<file path="config.mk">
export PLATFORM = sky130hd
export DESIGN_NAME = toggle_event_rx
export DESIGN_NICKNAME = d
export VERILOG_FILES = /design/src/rtl/toggle_pkg.sv /design/src/rtl/toggle_sync2.sv /design/src/rtl/toggle_event_rx.sv
export SDC_FILE = /design/constraint.sdc
export NUM_CORES = 1
export LEC_CHECK = 0
export CAP_MARGIN = 0
export CORE_ASPECT_RATIO = 0.9
export CORE_UTILIZATION = 50
export CTS_CLUSTER_SIZE = 16
export DETAILED_ROUTE_END_ITERATION = 8
export DONT_BUFFER_PORTS = 1
export PLACE_DENSITY = 0.73
export SYNTH_ARGS = -nofsm -noshare
export SYNTH_HDL_FRONTEND = slang
export SYNTH_SLANG_ARGS = --single-unit
</file>
<file path="constraint.sdc">
create_clock -name clk -period 8.6 [get_ports clk]
set_clock_uncertainty 0.05 [all_clocks]
set_input_delay 2.15 -clock clk [delete_from_list [all_inputs] [get_ports clk]]
set_output_delay 2.15 -clock clk [all_outputs]
set_load 0.05 [all_outputs]
</file>
<file path="src/rtl/toggle_pkg.sv">
// toggle_pkg: shared state encodings, default widths and sync depth for the toggle event receiver
package toggle_pkg;
  typedef enum logic {S_PRIME = 1'b0, S_RUN = 1'b1} state_t;
  localparam int TOGGLE_CNT_W = 8;
  localparam int TOGGLE_PEND_W = 4;
  localparam int TOGGLE_SYNC_STAGES = 2;
endpackage

</file>
<file path="src/rtl/toggle_sync2.sv">
// toggle_sync2: flop-chain synchronizer (clk, rst sync active-high, d async in, q synchronized out)
module toggle_sync2
  import toggle_pkg::*;
(
  input  logic clk,
  input  logic rst,
  input  logic d,
  output logic q
);
  logic [TOGGLE_SYNC_STAGES-1:0] ff;
  always_ff @(posedge clk)
    if (rst) ff <= '0;
    else ff <= {ff[TOGGLE_SYNC_STAGES-2:0], d};
  assign q = ff[TOGGLE_SYNC_STAGES-1];
endmodule

</file>
<file path="src/rtl/toggle_event_rx.sv">
// toggle_event_rx: recovers toggle-line flips as pulses, a wrapping total count and a pending queue drained by valid/ready; define TOGGLE_EVENT_RX_SYNC_EN to add a two-flop input synchronizer. Ports: clk, rst, t_in, evt_pulse, evt_valid, evt_ready, evt_count, pend_count, overflow, clr_ovf
module toggle_event_rx
  import toggle_pkg::*;
#(
  parameter int CNT_W = TOGGLE_CNT_W,
  parameter int PEND_W = TOGGLE_PEND_W
) (
  input  logic              clk,
  input  logic              rst,
  input  logic              t_in,
  output logic              evt_pulse,
  output logic              evt_valid,
  input  logic              evt_ready,
  output logic [CNT_W-1:0]  evt_count,
  output logic [PEND_W-1:0] pend_count,
  output logic              overflow,
  input  logic              clr_ovf
);
  logic t_s;
`ifdef TOGGLE_EVENT_RX_SYNC_EN
  localparam int PRIME_CYC = TOGGLE_SYNC_STAGES + 1;
  toggle_sync2 u_sync (.clk(clk), .rst(rst), .d(t_in), .q(t_s));
`else
  localparam int PRIME_CYC = 1;
  assign t_s = t_in;
`endif
  state_t state;
  logic t_ref, hit, dec, full, drop;
  logic [1:0] prime_cnt;
  logic [PEND_W-1:0] pend_nxt;
  assign evt_valid = |pend_count;
  always_comb begin
    hit = (state == S_RUN) && (t_s ^ t_ref);
    dec = evt_valid && evt_ready;
    full = &pend_count;
    drop = hit && !dec && full;
    pend_nxt = (hit && !dec && !full) ? pend_count + 1'b1 :
               (dec && !hit) ? pend_count - 1'b1 : pend_count;
  end
  always_ff @(posedge clk)
    if (rst) begin
      state <= S_PRIME;
      prime_cnt <= '0;
      t_ref <= 1'b0;
      evt_pulse <= 1'b0;
      evt_count <= '0;
      pend_count <= '0;
      overflow <= 1'b0;
    end else begin
      t_ref <= t_s;
      evt_pulse <= hit;
      evt_count <= evt_count + CNT_W'(hit);
      pend_count <= pend_nxt;
      overflow <= drop | (overflow & ~clr_ovf);
      if (state == S_PRIME) begin
        prime_cnt <= prime_cnt + 1'b1;
        if (prime_cnt == 2'(PRIME_CYC - 1)) state <= S_RUN;
      end
    end
endmodule

</file>
Yosys cells after proc, flatten, opt, wreduce, memory -nomap -nowiden
Cells that the tools add are included.
Widths: inputs -> output; s select.

operators by class
  bitwise logic cells = 4
  add/sub/neg operators = 4
  muxes and demuxes = 4
  reduce and logical (&&, ||, !) cells = 13

operators with widths
  kind                 number
  $add 8x1->8          1
  $mux 4               2
  $logic_and 1x1->1    6
  $add 4x1->4 const B  1
  $reduce_and 4->1     1
  $reduce_or 4->1      1
  $sub 4x1->4 const B  1
  $logic_not 1->1      3
  $add 2x1->2 const B  1
  $logic_not 2->1      1
  $mux 1               2
  $reduce_bool 2->1    1
  $and 1x1->1          1
  $not 1->1            1
  $or 1x1->1           1
  $xor 1x1->1          1

storage, ports and cells
  word-level logic and storage cells = 32
  bits in registers = 18
  bits of input ports = 5

Longest topological paths before layout
Gate-level depths: netlist of the first run.

  depth in word-level cells = 6
  gate-level depth with buffers = 8
  gate-level depth less buffers = 8

Worst setup path before layout of the first run
No wires, ideal clock.

  path type = input -> register
  start point = in t_in
  end point = reg pend_count[3]
  slack = 4.426 ns
  stages on the path = 8
  path buffers = 0
  data arrival time = 4.001 ns
  cells stage by stage = xnor2_1 nor4_4 inv_1 ha_1 a21o_2 a21oi_1 mux2i_1 mux2_1

between the ends
  cells in the longest elaborated chain, start to end = 5
  elaborated cells on any way between the ends = 8
  those cells by class = mux (1); bitwise (1); reduce/logical (6)

RTL lines
  what                                                         RTL line                                      RTL
  from (decl)                                                  toggle_event_rx.sv:10                         input logic t_in,
  $xor 1x1->1 (*)                                              toggle_event_rx.sv:33                         hit = (state == S_RUN) && (t_s ^ t_ref);
  $logic_and 1x1->1 (*)                                        toggle_event_rx.sv:33
  $logic_and 1x1->1 / $logic_not 1->1 (equally long branches)  toggle_event_rx.sv:37, toggle_event_rx.sv:38
  $logic_and 1x1->1, on equally long branches                  toggle_event_rx.sv:37, toggle_event_rx.sv:38
  $mux 4 / $reduce_bool 2->1 (equally long branches)           n/a
  to (signal assigned)                                         toggle_event_rx.sv:53                         pend_count <= pend_nxt;
  to (decl)                                                    toggle_event_rx.sv:15                         output logic [PEND_W-1:0] pend_count,

Mark *: on every way between the ends. The rest lies on a longest branch, timed or not.
A chain may end at the register's enable or synchronous reset.

Final worst setup path of the first run
Ends and elaborated chain as after synthesis.

==> impl_metrics.yaml, run 1 <==
synth:
  yosys.area.top_type: "dfxtp_1"
  syn_avg_cell_area_um2: 9.63
  syn_area_um2: 828
  yosysTopAreaCellShare_pct: 43.5
  seq_area_frac_synth_pct: 43.5
  synthCells: 86
  synth_warnings: 0
  synthDistinctLibCells: 25
  synthesis.nets: 97
  synth-seq-cells: 18
  synth_area_leaders: "dfxtp_1 44%, ha_1 7.6%, xor2_1 6.3%"
layout:
  antenna_cells: 0
  nFillCells: 142
  drive_above_1_share_pct: 9.09
  area.sequential_um2: 360
  syn2layout_area_growth_pct: 6.80
  multiInputGateArea_um2: 442
  design_area_um2: 885
  nets: 100
detailed_routing:
  dr_total_vias: 589
  drt_iter0_drc: 2
  drt-total-wl_um: 1340
  wire_per_inst_um: 12.2
  drc: 0
  firstDrtPassIters: 2
  viasPerCell: 5.35
  ant_nets: 0
clocking:
  ctsResizeCount: 0
  postCtsHoldBufs: 0
  cts_setup_buffers: 0
  cts_tree: "built"
  cts_root_buffer: "clkbuf_4"
  clk_pin_slew_ps: 100
  cts_buffer_depth: 2
  numCtsBuffers: 3
  insertion_delay_ps: 290
  cts_max_level: 1
  cts_sinks: 18
critical_path:
  setup.worst_path.start_class: "input port"
  cp_slowest_cell: "nor4_4"
  crit_chain: "xnor2_1 > nor4_4 > inv_1 > ha_1 > a21o_2 > a21oi_1 > mux2i_1 > mux2_1"
  cp_data_required_time_ps: 8730
  arrival_ps: 4170
  worstPathMaxFanout: 6
  worstSetupPathType: "input port to flip-flop"
  endpoint_kind: "flip-flop"
  slowest_delay_ps: 420
floorplan:
  dieArea_mm2: 0.00182
  num_rows: 13
  io-pin-count: 20
  initial_core_util_pct: 55.4
  core_area_mm2: 0.00150
  die_x_um: 44.9
  die_y_um: 40.6
global_route:
  antenna_found_initial: 0
  grt_pass1_wl_um: 2350
  overflow: 0
  grt_usage_pct: 18.0
  first_global_vias: 573
  grt_max_degree: 20
power:
  vdd.ir_drop.worst_mv: 0.208
  p_leak_nw: 0.362
  power.total_mw: 0.285
  p_per_area_mw_per_mm2: 322
timing:
  fin_crit_sh_pct: 46.9
  tns_ps: 0
  maxSlewViolCount: 0
  fin_ws_ps: 4560
  hold_viol: 0
  period_minus_slack_ps: 4040
  worst-slew-pin-transition_ps: 703
  rsz0062_at_grt: "false"
  setup_viol: 0
  max_freq_ghz: 0.248
  relSlewSlack_pct: 53.1
place:
  pre_cts_ws_ps: 4240
  gp_congestion: 0.852
  dp_hpwl_um: 1000
  placed_area_um2: 848
  io_buffers: 0
outcome:
  status: "finished, final reports clean"
run:
  cap_violations: 0
worst_hold_path:
  worstHoldPathType: "flip-flop to flip-flop"
## kinds of logic after synthesis
family,share of synthesized area [%]
and+or+nand+nor,21.5
buffers and inverters,3.17
adders and majority gates,9.97
muxes,3.78
AOI/OAI and AO/OA,8.61
xor gates and xnor gates,9.52
DFF,43.5
## through the flow
stage | hold slack [ps] | std cells | util [%]
after floorplan | 413 | 86 | -
after global placement | 426 | 106 | 56.7
after detailed placement | 442 | 106 | 56.7
after CTS | 466 | 110 | 59.1
after global routing | 516 | 110 | 59.1
final | 459 | 110 | 59.1
## synthesized netlist by cell type
master and number:
a21o_2 1, a21oi_1 3, a32oi_1 1, and3_1 2, and4_2 1, clkbuf_1 2, dfxtp_1 18, fa_1 1
ha_1 5, inv_1 5, mux2_1 1, mux2i_1 2, nand2_1 1, nand3_1 6, nor2_1 13, nor2b_1 4
nor3_1 2, nor3b_1 1, nor4_4 1, o21a_1 1, o21ai_0 4, o41a_1 1, or4_2 1, xnor2_1 3
xor2_1 6
## registers in the layout, summed over array words and instances (netlist names)
signal / flops
evt_count: 8
evt_pulse: 1
overflow: 1
pend_count: 4
prime_cnt: 2
state: 1
t_ref: 1
## metal layers
layer  global-route usage, %  vias up  routed length (um)
li1                        -      294                   -
met1                    20.8      282                 623
met2                    32.7       13                 650
met3                    7.49        0                  70
met4                    2.27        0                   0
met5                       0        -                   0
## worst paths after layout
path                                    from                    endpoint  slack [ps]  depth (start not counted)
setup reg to reg  pend_count[0]$_SDFFE_PP0P_  pend_count[3]$_SDFFE_PP0P_        5540                          8
hold / removal     prime_cnt[1]$_SDFFE_PP0N_   prime_cnt[1]$_SDFFE_PP0N_         460                          2
setup / recovery                        t_in  pend_count[3]$_SDFFE_PP0P_        4560                          8
hold reg to reg    prime_cnt[1]$_SDFFE_PP0N_   prime_cnt[1]$_SDFFE_PP0N_         460                          2
## worst max-delay path, delay by kind of cell
family	cells	cell delay, ps
AO/OA/AOI/OAI	2	370
XOR/XNOR	1	180
buffers and inverters	1	190
multiplexers	2	550
adder cells (fa/ha/maj)	1	300
AND/OR/NAND/NOR	1	420
## cells in the final DEF (no fill, tap or decap), types with 2 or more instances in the layout
cell and count:
a21oi_1 3, inv_1 5, nor2_1 13, nor2b_1 4, dfxtp_1 18, and3_1 2, o21ai_0 4, clkbuf_4 3
xnor2_1 3, mux2i_1 2, ha_1 5, nand3_1 6, xor2_1 6, nor3_1 2
## report_power, final
part           internal [mW]  total [mW]  switching [mW]
Combinational         0.0370      0.0898          0.0528
Clock                 0.0258      0.0514          0.0257
Sequential            0.0960       0.144          0.0480
## final cells by class
cell class	instances	area share, %
clock buffers	4	4.10
multi-input cells	61	49.9
well taps	22	3.11
inverters	5	2.12
flip-flops and latches	18	40.7
Power figures use the tool's default switching activity.
==> run 2: changes to the inputs <==
PLACE_DENSITY = 0.76   (was 0.73)
clock period = 3.2 ns   (was 8.6 ns; I/O delays follow)
==> run 2 against run 1 <==
Compared with the run above: cell count up 2.7%; critical endpoint unchanged; routed wire length up 3.7%; die area did not move; largest cell class unchanged; worst setup slack lost 4100 ps; cell area rose by 1.8%.
==> impl_metrics.yaml, run 2 (synthesized netlist as in run 1, its figures left out) <==
outcome:
  status: "finished, final reports clean"
timing:
  max_freq_ghz: 0.365
  fin_crit_sh_pct: 85.6
  rsz0062_at_grt: "false"
  hold_viol: 0
  worst-slew-pin-transition_ps: 613
  tns_ps: 0
  maxSlewViolCount: 0
  period_minus_slack_ps: 2740
  relSlewSlack_pct: 59.1
  hold_ws_ps: 451
  fin_ws_ps: 462
  setup_viol: 0
global_route:
  grt_pass1_wl_um: 2330
  grt_usage_pct: 18.6
  grt_max_degree: 20
  first_global_vias: 575
  overflow: 0
  antenna_found_initial: 0
floorplan:
  dieArea_mm2: 0.00182
  die_y_um: 40.6
  core_area_mm2: 0.00150
  io-pin-count: 20
  initial_core_util_pct: 55.4
  die_x_um: 44.9
  num_rows: 13
layout:
  nFillCells: 128
  nets: 104
  antenna_cells: 0
  drive_above_1_share_pct: 12.1
  largest_reg_flops: 8
  design_area_um2: 901
  top_regs: "evt_count x8, pend_count x4, prime_cnt x2"
  regMostFlops: "evt_count"
  final_util_pct: 60.2
  stdcell_count: 113
  final_cell_mix: "18 x dfxtp_1, 13 x nor2_1, 6 x xor2_1, 6 x nand3_1"
  final_common_cell: "dfxtp_1"
  syn2layout_area_growth_pct: 8.76
critical_path:
  arrival_ps: 2870
  worstPathMaxFanout: 6
  slowest_delay_ps: 490
  crit_chain: "o41a_1 > nor4_4 > inv_1 > ha_1 > a21o_2 > a21oi_1 > mux2i_1 > mux2_1"
  cp_top_family: "compound AO/OA/AOI/OAI gates"
  cp_data_required_time_ps: 3330
  reg2reg_depth: 8
  crit_buf_inv: 1
  endpoint_kind: "flip-flop"
  setup.worst_path.start_class: "flip-flop"
  cp_slowest_cell: "o41a_1"
  worstSetupPathType: "flip-flop to flip-flop"
  path_depth: 8
place:
  pre_cts_ws_ps: 225
  placed_area_um2: 878
  dp_hpwl_um: 1020
  place_inst: 110
  gp_congestion: 0.913
  io_buffers: 0
run:
  cap_violations: 0
power:
  p_per_area_mw_per_mm2: 850
  clkPwrFrac_pct: 14.3
  vdd.ir_drop.worst_mv: 0.528
  p_sw_share_pct: 44.3
  p_sw_mw: 0.339
  power.total_mw: 0.766
  comb_power_share_pct: 47.5
  p_leak_nw: 0.376
  p_int_mw: 0.427
  p_seq_share_pct: 38.2
clocking:
  insertion_delay_ps: 290
  cts_sinks: 18
  cts_buffer_depth: 2
  cts_max_level: 1
  numCtsBuffers: 3
  ctsResizeCount: 0
  cts_root_buffer: "clkbuf_4"
  clk_pin_slew_ps: 90
  cts_setup_buffers: 0
  postCtsHoldBufs: 0
  cts_tree: "built"
worst_hold_path:
  worstHoldPathType: "flip-flop to flip-flop"
  holdPathStages: 2
detailed_routing:
  drt_iter0_drc: 9
  wire_per_inst_um: 12.3
  drc: 0
  viasPerCell: 5.20
  ant_nets: 0
  dr_total_vias: 588
  firstDrtPassIters: 4
  drt-total-wl_um: 1390
run 2: power groups by stage:
stage	clock [mW]	combinational, mW	sequential, mW
after floorplan	0	0.213	0.383
after global placement	0	0.361	0.297
after detailed placement	0	0.364	0.298
after CTS	0.111	0.365	0.293
after global routing	0.120	0.401	0.296
final	0.110	0.364	0.293
run 2: worst min-delay path, delay by kind of cell, from the launching register on:
kind | cells | cell delay, ps
and+or+nand+nor | 1 | 70
muxes | 1 | 70
DFF | 1 | 340
run 2: worst paths after layout:
kind	start	end	slack, ps
max reg2reg	pend_count[3]$_SDFFE_PP0P_	pend_count[3]$_SDFFE_PP0P_	460
min reg2reg	prime_cnt[1]$_SDFFE_PP0N_	prime_cnt[1]$_SDFFE_PP0N_	450
min	prime_cnt[1]$_SDFFE_PP0N_	prime_cnt[1]$_SDFFE_PP0N_	450
max	pend_count[3]$_SDFFE_PP0P_	pend_count[3]$_SDFFE_PP0P_	460
run 2: routing by layer:
| metal | part of all wire, % | wire (um) | GRT usage (%) | up-vias |
|---|---|---|---|---|
| met4 | 0.72 | 10 | 8.33 | 0 |
| met1 | 47 | 662 | 21.2 | 255 |
| met3 | 9.8 | 136 | 9.25 | 2 |
| met5 | 0 | 0 | 0 | - |
| met2 | 42 | 585 | 29.8 | 27 |
| li1 | - | - | - | 304 |
run 2: area by class of cell:
class / count / area, um2 / area share (%)
clock buffers: 3 / 22.5 / 2.50
inverters: 5 / 18.8 / 2.08
multi-input cells: 61 / 442 / 49.0
flip-flops and latches: 18 / 360 / 40.0
well taps: 22 / 27.5 / 3.06
repair buffers: 4 / 30.0 / 3.33
==> run 3: changes to the inputs <==
CORE_UTILIZATION = 42   (was 50)
DONT_BUFFER_PORTS = not set   (was 1)
PLACE_DENSITY = 0.8   (was 0.76)
RECOVER_POWER = 100   (was not set)
==> run 3 against run 2 <==
Compared with the run above: largest cell class unchanged; largest power group unchanged; highest routed layer is now met3; critical path depth is 6 lower; first-iteration DRC count is 44% lower; register-to-register slack better by 140 ps.
==> impl_metrics.yaml, run 3 (synthesized netlist as in run 1, its figures left out) <==
critical_path:
  worstPathMaxFanout: 8
  arrival_ps: 2160
  endpoint_kind: "primary output"
  reg2reg_slack_ps: 600
  cp_data_required_time_ps: 2350
  crit_chain: "or4_2 > dlygate4sd3_1"
  slowest_delay_ps: 790
  worstSetupPathType: "flip-flop to primary output"
  reg2reg_depth: 8
  setup.worst_path.start_class: "flip-flop"
  cp_slowest_cell: "dlygate4sd3_1"
clocking:
  cts_buffer_depth: 2
  cts_max_level: 1
  insertion_delay_ps: 280
  postCtsHoldBufs: 0
  cts_sinks: 18
  cts_tree: "built"
  cts_root_buffer: "clkbuf_4"
  numCtsBuffers: 3
  cts_setup_buffers: 0
  clk_pin_slew_ps: 90
  ctsResizeCount: 0
timing:
  maxSlewViolCount: 0
  max_freq_ghz: 0.332
  hold_ws_ps: 460
  relSlewSlack_pct: 51.8
  rsz0062_at_grt: "false"
  tns_ps: 0
  worst-slew-pin-transition_ps: 722
  hold_viol: 0
  fin_crit_sh_pct: 94.1
  period_minus_slack_ps: 3010
  setup_viol: 0
floorplan:
  dieArea_mm2: 0.00215
  die_y_um: 44.1
  io-pin-count: 20
  die_x_um: 48.8
  core_area_mm2: 0.00175
  initial_core_util_pct: 47.3
  num_rows: 14
layout:
  multiInputGateArea_um2: 442
  design_area_mm2: 0.00108
  nFillCells: 152
  top_regs: "evt_count x8, pend_count x4, prime_cnt x2"
  nets: 123
  largest_reg_flops: 8
  drive_above_1_share_pct: 7.27
  area.sequential_um2: 360
  syn2layout_area_growth_pct: 30.7
  regMostFlops: "evt_count"
  final_cell_mix: "18 x dfxtp_1, 17 x dlygate4sd3_1, 13 x nor2_1"
  antenna_cells: 0
  final_common_cell: "dfxtp_1"
place:
  placed_area_mm2: 0.00107
  dp_hpwl_um: 1180
  gp_congestion: 0.747
  io_buffers: 19
worst_hold_path:
  worstHoldPathType: "flip-flop to flip-flop"
  holdPathStages: 2
outcome:
  status: "finished, final reports clean"
detailed_routing:
  wire_per_inst_um: 11.7
  drt-total-wl_um: 1570
  firstDrtPassIters: 4
  drc: 0
  viasPerCell: 4.91
  ant_nets: 0
  dr_total_vias: 658
  drt_iter0_drc: 5
global_route:
  antenna_found_initial: 0
  first_global_vias: 600
  grt_max_degree: 18
  grt_usage_pct: 16.5
  grt_pass1_wl_um: 2640
  overflow: 0
run:
  cap_violations: 0
power:
  p_per_area_mw_per_mm2: 742
  p_leak_nw: 0.476
  vdd.ir_drop.worst_mv: 0.479
-- run 3: final cells by class --
class	instances	area share (%)
Sequential cell	18	33.3
Timing Repair Buffer	23	19.3
Inverter	5	1.73
Clock buffer	3	2.08
Multi-Input combinational cell	61	40.8
Tap cell	24	2.77
-- run 3: worst max-delay path: cells and delay by family, from the launching register on --
family,cells,cell delay [ps]
simple gates,1,680
flops,1,410
buf+inv,1,790
-- run 3: stage by stage --
| stage | utilization, % | cells | power (mW) | worst slack, ps |
|---|---|---|---|---|
| 3_5_place_dp | 61.1 | 131 | 0.721 | 35.8 |
| 3_3_place_gp | 61.1 | 131 | 0.702 | 110 |
| 2_1_floorplan | - | 86 | 0.595 | 358 |
| 5_1_grt | 61.8 | 134 | 0.860 | 104 |
| 4_1_cts | 62.4 | 134 | 0.830 | 234 |
| 6_report | 61.8 | 134 | 0.803 | 189 |
-- run 3: report_power, final --
part,internal [mW],total [mW],switching [mW]
sequential,0.258,0.305,0.0462
clock,0.0437,0.107,0.0629
combinational,0.152,0.392,0.240
-- run 3: worst paths after layout --
check	startpoint	endpoint
setup reg to reg	pend_count[0]$_SDFFE_PP0P_	pend_count[3]$_SDFFE_PP0P_
hold / removal	overflow$_SDFF_PP0_	overflow$_SDFF_PP0_
hold reg to reg	overflow$_SDFF_PP0_	overflow$_SDFF_PP0_
setup / recovery	pend_count[0]$_SDFFE_PP0P_	evt_valid
-- run 3: metal layers --
layer / routed length, um / GRT usage [%] / share of wire [%]
met5: 0 / 0 / 0
met1: 770 / 19.5 / 49
met3: 69 / 5.15 / 4.4
met2: 734 / 28.9 / 47
met4: 0 / 5.29 / 0
